--- src/rtl/rv32_pkg.sv ---
// Shared RV32 constants: XLEN, M-extension funct3 codes and muldiv FSM state encoding.
package rv32_pkg;

    localparam int XLEN = 32;

    localparam logic [2:0] F3_MUL    = 3'b000;
    localparam logic [2:0] F3_MULH   = 3'b001;
    localparam logic [2:0] F3_MULHSU = 3'b010;
    localparam logic [2:0] F3_MULHU  = 3'b011;
    localparam logic [2:0] F3_DIV    = 3'b100;
    localparam logic [2:0] F3_DIVU   = 3'b101;
    localparam logic [2:0] F3_REM    = 3'b110;
    localparam logic [2:0] F3_REMU   = 3'b111;

    typedef enum logic [1:0] {
        ST_IDLE = 2'b00,
        ST_CALC = 2'b01,
        ST_FIX  = 2'b10
    } state_t;

    // rs1 is treated as signed for MULH, MULHSU, DIV and REM
    function automatic logic f3_signed_a(input logic [2:0] f3);
        return (f3 == F3_MULH) || (f3 == F3_MULHSU) || (f3 == F3_DIV) || (f3 == F3_REM);
    endfunction

    function automatic logic f3_signed_b(input logic [2:0] f3);
        return (f3 == F3_MULH) || (f3 == F3_DIV) || (f3 == F3_REM);
    endfunction

endpackage

--- src/rtl/muldiv_step.sv ---
// One iteration of the iterative muldiv datapath: shift-add multiply or restoring divide step.
module muldiv_step #(
    parameter int N = 32
) (
    input  logic         mode,      // 0: multiply, 1: divide
    input  logic [N-1:0] acc,
    input  logic [N-1:0] lo,
    input  logic [N-1:0] opnd,
    input  logic         cur_bit,
    output logic [N-1:0] acc_nxt,
    output logic [N-1:0] lo_nxt,
    output logic         qbit
);

    logic [N:0] sum;
    logic [N:0] shifted;
    logic [N:0] diff;
    logic       ge;

    always_comb begin
        sum     = {1'b0, acc} + (cur_bit ? {1'b0, opnd} : '0);
        shifted = {acc, cur_bit};
        diff    = shifted - {1'b0, opnd};
        ge      = ~diff[N];
        acc_nxt = '0;
        lo_nxt  = '0;
        qbit    = 1'b0;
        if (mode) begin
            // partial remainder stays below the divisor, so N+1 bits never overflow
            acc_nxt = ge ? diff[N-1:0] : shifted[N-1:0];
            lo_nxt  = {lo[N-2:0], 1'b0};
            qbit    = ge;
        end else begin
            acc_nxt = sum[N:1];
            lo_nxt  = {sum[0], lo[N-1:1]};
        end
    end

endmodule

--- src/rtl/muldiv_unit.sv ---
// Iterative RV32M multiply/divide unit (IDLE -> CALC -> FIX -> IDLE).
// Define MULDIV_FAST_MUL_EN to compute multiplies with one combinational multiplier and skip CALC.
//
//  state   | meaning
//  IDLE    | waiting for start, result held
//  CALC    | one multiply/divide bit per cycle, N cycles
//  FIX     | sign correction and word select, loads result
module muldiv_unit
    import rv32_pkg::*;
#(
    parameter int N = XLEN
) (
    input  logic         clk,
    input  logic         rst,
    input  logic         start,
    input  logic [2:0]   funct3,
    input  logic [N-1:0] rs1,
    input  logic [N-1:0] rs2,
    output logic         busy,
    output logic         done,
    output logic [N-1:0] result
);

    localparam int CW = $clog2(N);
    localparam logic [N-1:0] MIN_NEG = {1'b1, {(N-1){1'b0}}};

    state_t          state, state_nxt;
    logic [CW-1:0]   cnt;
    logic [2:0]      op;
    logic [N-1:0]    acc, lo, opnd;
    logic            sa, sb, special, done_q;

    logic            in_sa, in_sb, in_div, div0, ovf, in_special, fast_mul, skip_calc;
    logic [N-1:0]    in_amag, in_bmag, special_word;
    logic [2*N-1:0]  init_al;

    logic [N-1:0]    step_acc, step_lo;
    logic            step_qbit, cur_bit;

    logic [2*N-1:0]  prod_s;
    logic [N-1:0]    mul_word, quo_word, rem_word, fix_word;

    // accept-side operand conditioning
    always_comb begin
        in_sa      = f3_signed_a(funct3) & rs1[N-1];
        in_sb      = f3_signed_b(funct3) & rs2[N-1];
        in_amag    = in_sa ? -rs1 : rs1;
        in_bmag    = in_sb ? -rs2 : rs2;
        in_div     = funct3[2];
        div0       = in_div && (rs2 == '0);
        ovf        = ((funct3 == F3_DIV) || (funct3 == F3_REM)) && (rs1 == MIN_NEG) && (rs2 == '1);
        in_special = div0 | ovf;
        if (div0)
            special_word = funct3[1] ? rs1 : '1;
        else
            special_word = funct3[1] ? '0 : MIN_NEG;
    end

`ifdef MULDIV_FAST_MUL_EN
    logic [2*N-1:0] fast_prod;
    assign fast_prod = {{N{1'b0}}, in_amag} * {{N{1'b0}}, in_bmag};
    assign fast_mul  = ~funct3[2];
`else
    assign fast_mul  = 1'b0;
`endif

    assign skip_calc = in_special | fast_mul;

    always_comb begin
        if (in_special)
            init_al = {special_word, {N{1'b0}}};
        else if (in_div)
            init_al = {{N{1'b0}}, in_amag};
        else
            init_al = {{N{1'b0}}, in_bmag};
`ifdef MULDIV_FAST_MUL_EN
        if (fast_mul)
            init_al = fast_prod;
`endif
    end

    assign cur_bit = op[2] ? lo[N-1] : lo[0];

    muldiv_step #(.N(N)) u_step (
        .mode    (op[2]),
        .acc     (acc),
        .lo      (lo),
        .opnd    (opnd),
        .cur_bit (cur_bit),
        .acc_nxt (step_acc),
        .lo_nxt  (step_lo),
        .qbit    (step_qbit)
    );

    // FIX: magnitudes back to signed results
    always_comb begin
        prod_s   = (sa ^ sb) ? -{acc, lo} : {acc, lo};
        mul_word = (op == F3_MUL) ? prod_s[N-1:0] : prod_s[2*N-1:N];
        quo_word = (sa ^ sb) ? -lo : lo;
        rem_word = sa ? -acc : acc;
        if (special)
            fix_word = acc;
        else if (!op[2])
            fix_word = mul_word;
        else if (op[1])
            fix_word = rem_word;
        else
            fix_word = quo_word;
    end

    always_ff @(posedge clk) begin
        if (rst)
            state <= ST_IDLE;
        else
            state <= state_nxt;
    end

    always_comb begin
        state_nxt = state;
        case (state)
            ST_IDLE: if (start) state_nxt = skip_calc ? ST_FIX : ST_CALC;
            ST_CALC: if (cnt == '0) state_nxt = ST_FIX;
            ST_FIX:  state_nxt = ST_IDLE;
            default: state_nxt = ST_IDLE;
        endcase
    end

    always_comb begin
        busy = (state != ST_IDLE);
        done = done_q;
    end

    always_ff @(posedge clk) begin
        if (rst) begin
            cnt     <= '0;
            op      <= '0;
            acc     <= '0;
            lo      <= '0;
            opnd    <= '0;
            sa      <= 1'b0;
            sb      <= 1'b0;
            special <= 1'b0;
            done_q  <= 1'b0;
            result  <= '0;
        end else begin
            done_q <= 1'b0;
            case (state)
                ST_IDLE: if (start) begin
                    op             <= funct3;
                    sa             <= in_sa;
                    sb             <= in_sb;
                    special        <= in_special;
                    {acc, lo}      <= init_al;
                    opnd           <= in_div ? in_bmag : in_amag;
                    cnt            <= CW'(N - 1);
                end
                ST_CALC: begin
                    acc <= step_acc;
                    lo  <= {step_lo[N-1:1], step_lo[0] | step_qbit};
                    if (cnt != '0)
                        cnt <= cnt - 1'b1;
                end
                ST_FIX: begin
                    result <= fix_word;
                    done_q <= 1'b1;
                end
                default: ;
            endcase
        end
    end

endmodule

--- config.mk ---
export PLATFORM = sky130hd
export DESIGN_NAME = muldiv_unit
export DESIGN_NICKNAME = d
export VERILOG_FILES = /design/src/rtl/rv32_pkg.sv /design/src/rtl/muldiv_step.sv /design/src/rtl/muldiv_unit.sv
export SDC_FILE = /design/constraint.sdc
export NUM_CORES = 1
export LEC_CHECK = 0
export CAP_MARGIN = 20
export CORE_ASPECT_RATIO = 2
export CORE_UTILIZATION = 61
export CTS_CLUSTER_SIZE = 28
export DETAILED_ROUTE_END_ITERATION = 10
export MAX_ROUTING_LAYER = met4
export PLACE_DENSITY = 0.82
export SLEW_MARGIN = 20
export SYNTH_ARGS = -nofsm -noshare
export SYNTH_HDL_FRONTEND = slang
export SYNTH_SLANG_ARGS = --single-unit
--- constraint.sdc ---
create_clock -name clk -period 6.24 [get_ports clk]
set_clock_uncertainty 0.1 [all_clocks]
set_input_delay 1.248 -clock clk [delete_from_list [all_inputs] [get_ports clk]]
set_output_delay 1.248 -clock clk [all_outputs]
set_load 0.005 [all_outputs]
======== Word level (Yosys, flattened, before mapping) ========
Cells that the tools add are included.
word-level totals
  bits in registers ....................... 142
  output and inout port bits .............. 34
cells by class
  eq/ne operators ......................... 11
  $add $sub $neg .......................... 8
  mux-type cells .......................... 33
  reduce and logical (&&, ||, !) cells .... 20
  bitwise gates (word level) .............. 6
operators with widths
  kind                  count
  $mux 32               19
  $mux 64               2
  $neg 32->32           4
  $pmux 32 s2           2
  $eq 32x32->1 const B  2
  $neg 64->64           1
  $add 32x33->33        1
  $sub 33x32->33        1
  $logic_not 32->1      1
  $mux 5                2
  $pmux 5 s2            1
  $eq 3x3->1 const B    2
  $logic_or 1x1->1      6
  $mux 2                3
  $ne 2x2->1 const B    3
  $reduce_and 2->1      3
  $logic_not 5->1       1
  $reduce_bool 5->1     1
  $sub 5x1->5 const B   1
  $pmux 2 s2            1
  $reduce_bool 2->1     2
  $eq 3x1->1 const B    1
  $eq 3x2->1 const B    1
  $logic_and 1x1->1     3
  other kinds (10)      14

======== Depth between registers and ports, before layout ========
  depth after elaboration ................. 10
  gate-level depth with buffers ........... 17

======== By module ========
Synthesis repeated with hierarchy kept, for this count alone.
second synthesis, totals
  cell total of the unflattened synthesis .. 2268
  area total of the unflattened synthesis .. 16230.6 um2
by module, submodules not included
  module       area each (um2)  sequential area each (um2)  cells each  instances
  muldiv_unit  11622.4          2842.7                      1591        1
  muldiv_step  4608.2           0.0                         677         1

======== Worst setup path after synthesis ========
No wires, ideal clock.
  path kind ............................... reg2reg
  start point ............................. register op[2]
  end point ............................... register acc[31]
  required time ........................... 5.996 ns
  path slack .............................. 1.690 ns
  stages on the path, launching flop included .. 18
  clock period less this slack ............ 4.550 ns
  arrival ................................. 4.306 ns
  buffers on the path ..................... 3
  path through ............................ dfxtp_1 clkbuf_1 clkbuf_1 mux2i_1 clkbuf_1 inv_1 ha_1 ha_1 fa_1 a211oi_1 o21bai_1 a21oi_1 o21ai_0 a31oi_1 or3_1 a311oi_1 a2111oi_0 a311oi_2
on the way
  cells in the longest elaborated chain, start to end .. 5
  elaborated cells between the ends (all ways) .. 7
RTL lines
  item                                       RTL line                              text
  from (decl)                                muldiv_unit.sv:29                     logic [2:0] op;
  from (signal assigned)                     muldiv_unit.sv:149                    op <= funct3;
  $mux 1                                     muldiv_unit.sv:82                     assign cur_bit = op[2] ? lo[N-1] : lo[0];
  $mux 32 or $sub 33x32->33 (tied branches)  muldiv_step.sv:21, muldiv_step.sv:23
  $add 32x33->33 or $mux 32 (tied branches)  muldiv_step.sv:21, muldiv_step.sv:30
  $mux 32 *                                  muldiv_step.sv:28                     if (mode) begin
  $pmux 32 s2 *                              muldiv_unit.sv:147                    case (state)
  to (signal assigned)                       muldiv_unit.sv:153                    {acc, lo} <= init_al;
  to (signal assigned)                       muldiv_unit.sv:158                    acc <= step_acc;
  to (decl)                                  muldiv_unit.sv:30                     logic [N-1:0] acc, lo, opnd;
Mark *: on every way between the ends. The rest lies on a longest branch, timed or not.
A chain may end at the register's enable or synchronous reset.

======== Worst setup path in the final report ========
  start point ............................. register lo[0]
  end point ............................... register acc[19]
on the way
  cells in the longest elaborated chain, start to end .. 5
  elaborated cells between the ends (all ways) .. 7
RTL lines
  item                                       RTL line                              text
  from (decl)                                muldiv_unit.sv:30
  from (signal assigned)                     muldiv_unit.sv:153
  from (signal assigned)                     muldiv_unit.sv:159                    lo <= {step_lo[N-1:1], step_lo[0] | step_qbit};
  $mux 1 *                                   muldiv_unit.sv:82
  $mux 32 or $sub 33x32->33 (tied branches)  muldiv_step.sv:21, muldiv_step.sv:23
  $add 32x33->33 or $mux 32 (tied branches)  muldiv_step.sv:21, muldiv_step.sv:30
  $mux 32 *                                  muldiv_step.sv:28
  $pmux 32 s2 *                              muldiv_unit.sv:147
Marks and branches as above.

==> results.md <==
* Fmax at 0.2088 GHz
* Failing checks: DRC
* Sum Neg Setup Slack at 0 ns
* Setup violation total in the final timing report at 0
* Die height at 224.8 um
* Top FF cell, synth: dfxtp_1
* Initial DRC Count at 2173
* Worst Setup End Kind: flop
* Syn Area/Cell at 6.941 um2
* Die X at 113.4 um
* IO buf count at 103
* Final Hold Viols at 0
* WL final at 64200 um
* Root Buffer: clkbuf_16
* Tcrit/Tclk final at 76.74%
* First-pass GRT wire length at 97030 um
* WL per Instance at 25.33 um
* # hold bufs at CTS at 0
* Power Dens Cells at 305.9 mW/mm2
* CP Class: reg -> reg
* Peak supply drop at 222.1 uV
* Starting density of the core at 62.01%
* Vias in the first global route at 17170
* Mapped Cells at 2182
* Initial antenna violation count at 1
* Clock Sink Count at 142
* Clock Path Buffers at 2
* Area Overhead vs Synth at 12.10%
* Worst path arrival time at 5.02 ns
* Max Cap Viol at 0
* Pins Over Slew Limit at 0
* Slowest stage cell, crit path: a2111oi_0
* Netlist cell types at 76
* Routed vias at 18090
* Top Ports at 104
* Startpoint Class: flop
* Post-synth EDFFs at 0
* Post_cts resized at 0
* Synthesized area at 0.01514 mm2
* Slew at the pin with the worst max-slew slack at 1.124 ns
* Worst slew margin at 24.46%
* CTS Buf Count at 17
* Clock-pin slew on the worst setup and hold paths at 0.08 ns
* Grt ovf at 0
* Core area at 0.02442 mm2
* Largest net degree at the start of global routing at 61
* Cells after DPL at 2499
* Final #Nets at 2331
* Routed vias/inst at 7.139
* # fillers at 2069
* Worst path required time at 6.47 ns
* Global placement routability congestion at 1.042
* Fin crit period at 4.789 ns
* Dpl ws at 1.128 ns
* CP peak stage delay at 0.61 ns
* CTS tree: done
* Crit path max fanout at 11
* Leak pwr at 6.472 nW
* Status: finished, violations left
* Latest clock arrival within the worst-skew pair at 0.48 ns
* Global-route usage over all layers at 51.96%
* Worst path buffer plus inverter count at 2
* Area share of the largest cell type after synthesis at 18.77%
* Synth Register Bits at 142
* Syn nets at 2326
* Antenna Violating Nets Remaining at 0
* Post-synth ARST share at 0%
* Synth top area cells: dfxtp_1 (19%), a21oi_1 (7.6%), xnor2_1 (6.7%)
* Most area-hungry cell type in the Yosys netlist: dfxtp_1
* Post-CTS Setup Inserts at 0
* Die area at 0.02550 mm2
* Critical path cell sequence: mux2i_2 -> ha_1 -> fa_1 -> nand2b_1 -> a21oi_1 -> o2111ai_1 -> o21ai_0 -> buf_4 -> a31oi_1 -> mux2_2 -> nor2_1 -> buf_4 -> a2111oi_0 -> o21ai_0
* CP delay by family, top: compound AO/OA/AOI/OAI gates
* Tightest Hold Check Type: reg -> reg
* Drt pass-1 iters at 9
* Unrepaired setup endpoints after global routing: false
* Fraction of layout cells with a size suffix above 1 at 5.318%
* H-tree depth at 4
* Drt drc at 1
* Syn. warnings at 0
* Fin worst setup slack at 1.451 ns
* Site Rows at 81
* Final Non-Filler Cells at 2534
* Seq/Total Area, Yosys at 18.77%
* Dpl hpwl at 48010 um
[worst min-delay path, cell delays in order (launching register included)]
cell and delay, ns:
dfxtp_1 0.31, nand2_1 0.05, a21oi_1 0.05
[cells by family after synthesis]
| kind of cell | share of synthesized area [%] |
|---|---|
| compound gates | 30.78 |
| simple gates | 22.66 |
| buf+inv | 6.229 |
| xor+xnor | 11.16 |
| flops | 18.77 |
| fa+ha+maj | 6.213 |
| mux | 4.180 |
[per-layer routing]
| metal | wire length, um | vias to the layer above | track usage, % |
|---|---|---|---|
| met5 | 0 | - | - |
| met4 | 7732 | 0 | 51.44 |
| met3 | 6543 | 493 | 11.78 |
| met2 | 29290 | 1328 | 81.50 |
| met1 | 20630 | 8299 | 52.13 |
| li1 | - | 7970 | - |
[where the power goes]
group | switching (mW) | internal, mW | total [mW]
combinational | 1.86 | 1.01 | 2.86
clock | 0.532 | 0.543 | 1.08
sequential | 0.221 | 1.03 | 1.25
[final cells by class]
cell class / count / area, um2 / share of cell area, %
Inverter: 85 / 319.1 / 1.879
Sequential cell: 142 / 2846 / 16.77
Multi-Input combinational cell: 1791 / 11400 / 67.17
Antenna cell: 2 / 5.005 / 0.02948
Clock inverter: 15 / 186.4 / 1.098
Tap cell: 332 / 415.4 / 2.447
Timing Repair Buffer: 150 / 1376 / 8.107
Clock buffer: 17 / 425.4 / 2.506
[sequential cells by signal, indices dropped and copies added, names as in the netlist, 2 cells and up]
name    cells
state       2
acc        32
opnd       32
op          3
result     32
lo         32
cnt         5
[stage by stage]
stage	utilization [%]	area (um2)	power [mW]	hold WS (ns)
3_3_place_gp	66.95	16350	3.939	0.3395
5_1_grt	69.50	16980	5.408	0.3814
4_1_cts	69.46	16970	5.048	0.3546
6_report	69.51	16980	5.194	0.3538
2_1_floorplan	-	15140	3.097	0.3319
3_5_place_dp	66.95	16350	3.987	0.3456
[layout by cell type, fill, tap and decap left out, drive strengths merged, types with 23 or more instances in the layout]
cell type        n
o21ai          176
xnor2          115
xor2            78
nand3           45
a31oi           31
a21o            25
nor2           237
inv             91
or3             29
o22ai           27
buf             49
a21oi          231
nand2b          24
clkdlybuf4s50  101
o221ai          23
dfxtp          142
a211oi          53
nand2          184
ha              72
nor3            72
mux2i           61
o211ai          31
[synthesized netlist by cell type (5+ instances only)]
cell type,count
o21ai_0,175
a31oi_1,31
a2111oi_0,7
xor2_1,78
ha_1,72
o221ai_1,23
nand3_1,44
or4_1,16
dfxtp_1,142
nand2_1,182
or3_1,29
mux2i_1,61
o41ai_1,10
nand4_1,20
and3_1,19
nor3b_1,5
xnor2_1,115
nor4_1,12
clkbuf_1,149
and2_1,10
a21boi_0,7
buf_1,10
inv_1,83
or2_2,6
nor2b_1,22
a221oi_1,13
nor3_1,71
a21oi_1,230
o22ai_1,27
a311oi_1,10
o211ai_1,31
a32o_1,5
o31ai_1,17
o21a_1,16
nor2_1,237
a21o_1,25
o2111ai_1,6
nand2b_1,24
a211oi_1,53
o21bai_1,14
[final timing paths]
path	slack, ns	endpoint	cells after the start	from
max	1.45	acc[19]	14	lo[0]
min	0.35	opnd[3]	2	opnd[3]
min reg2reg	0.35	opnd[3]	2	opnd[3]
max reg2reg	1.45	acc[19]	14	lo[0]
Power figures use the tool's default switching activity.
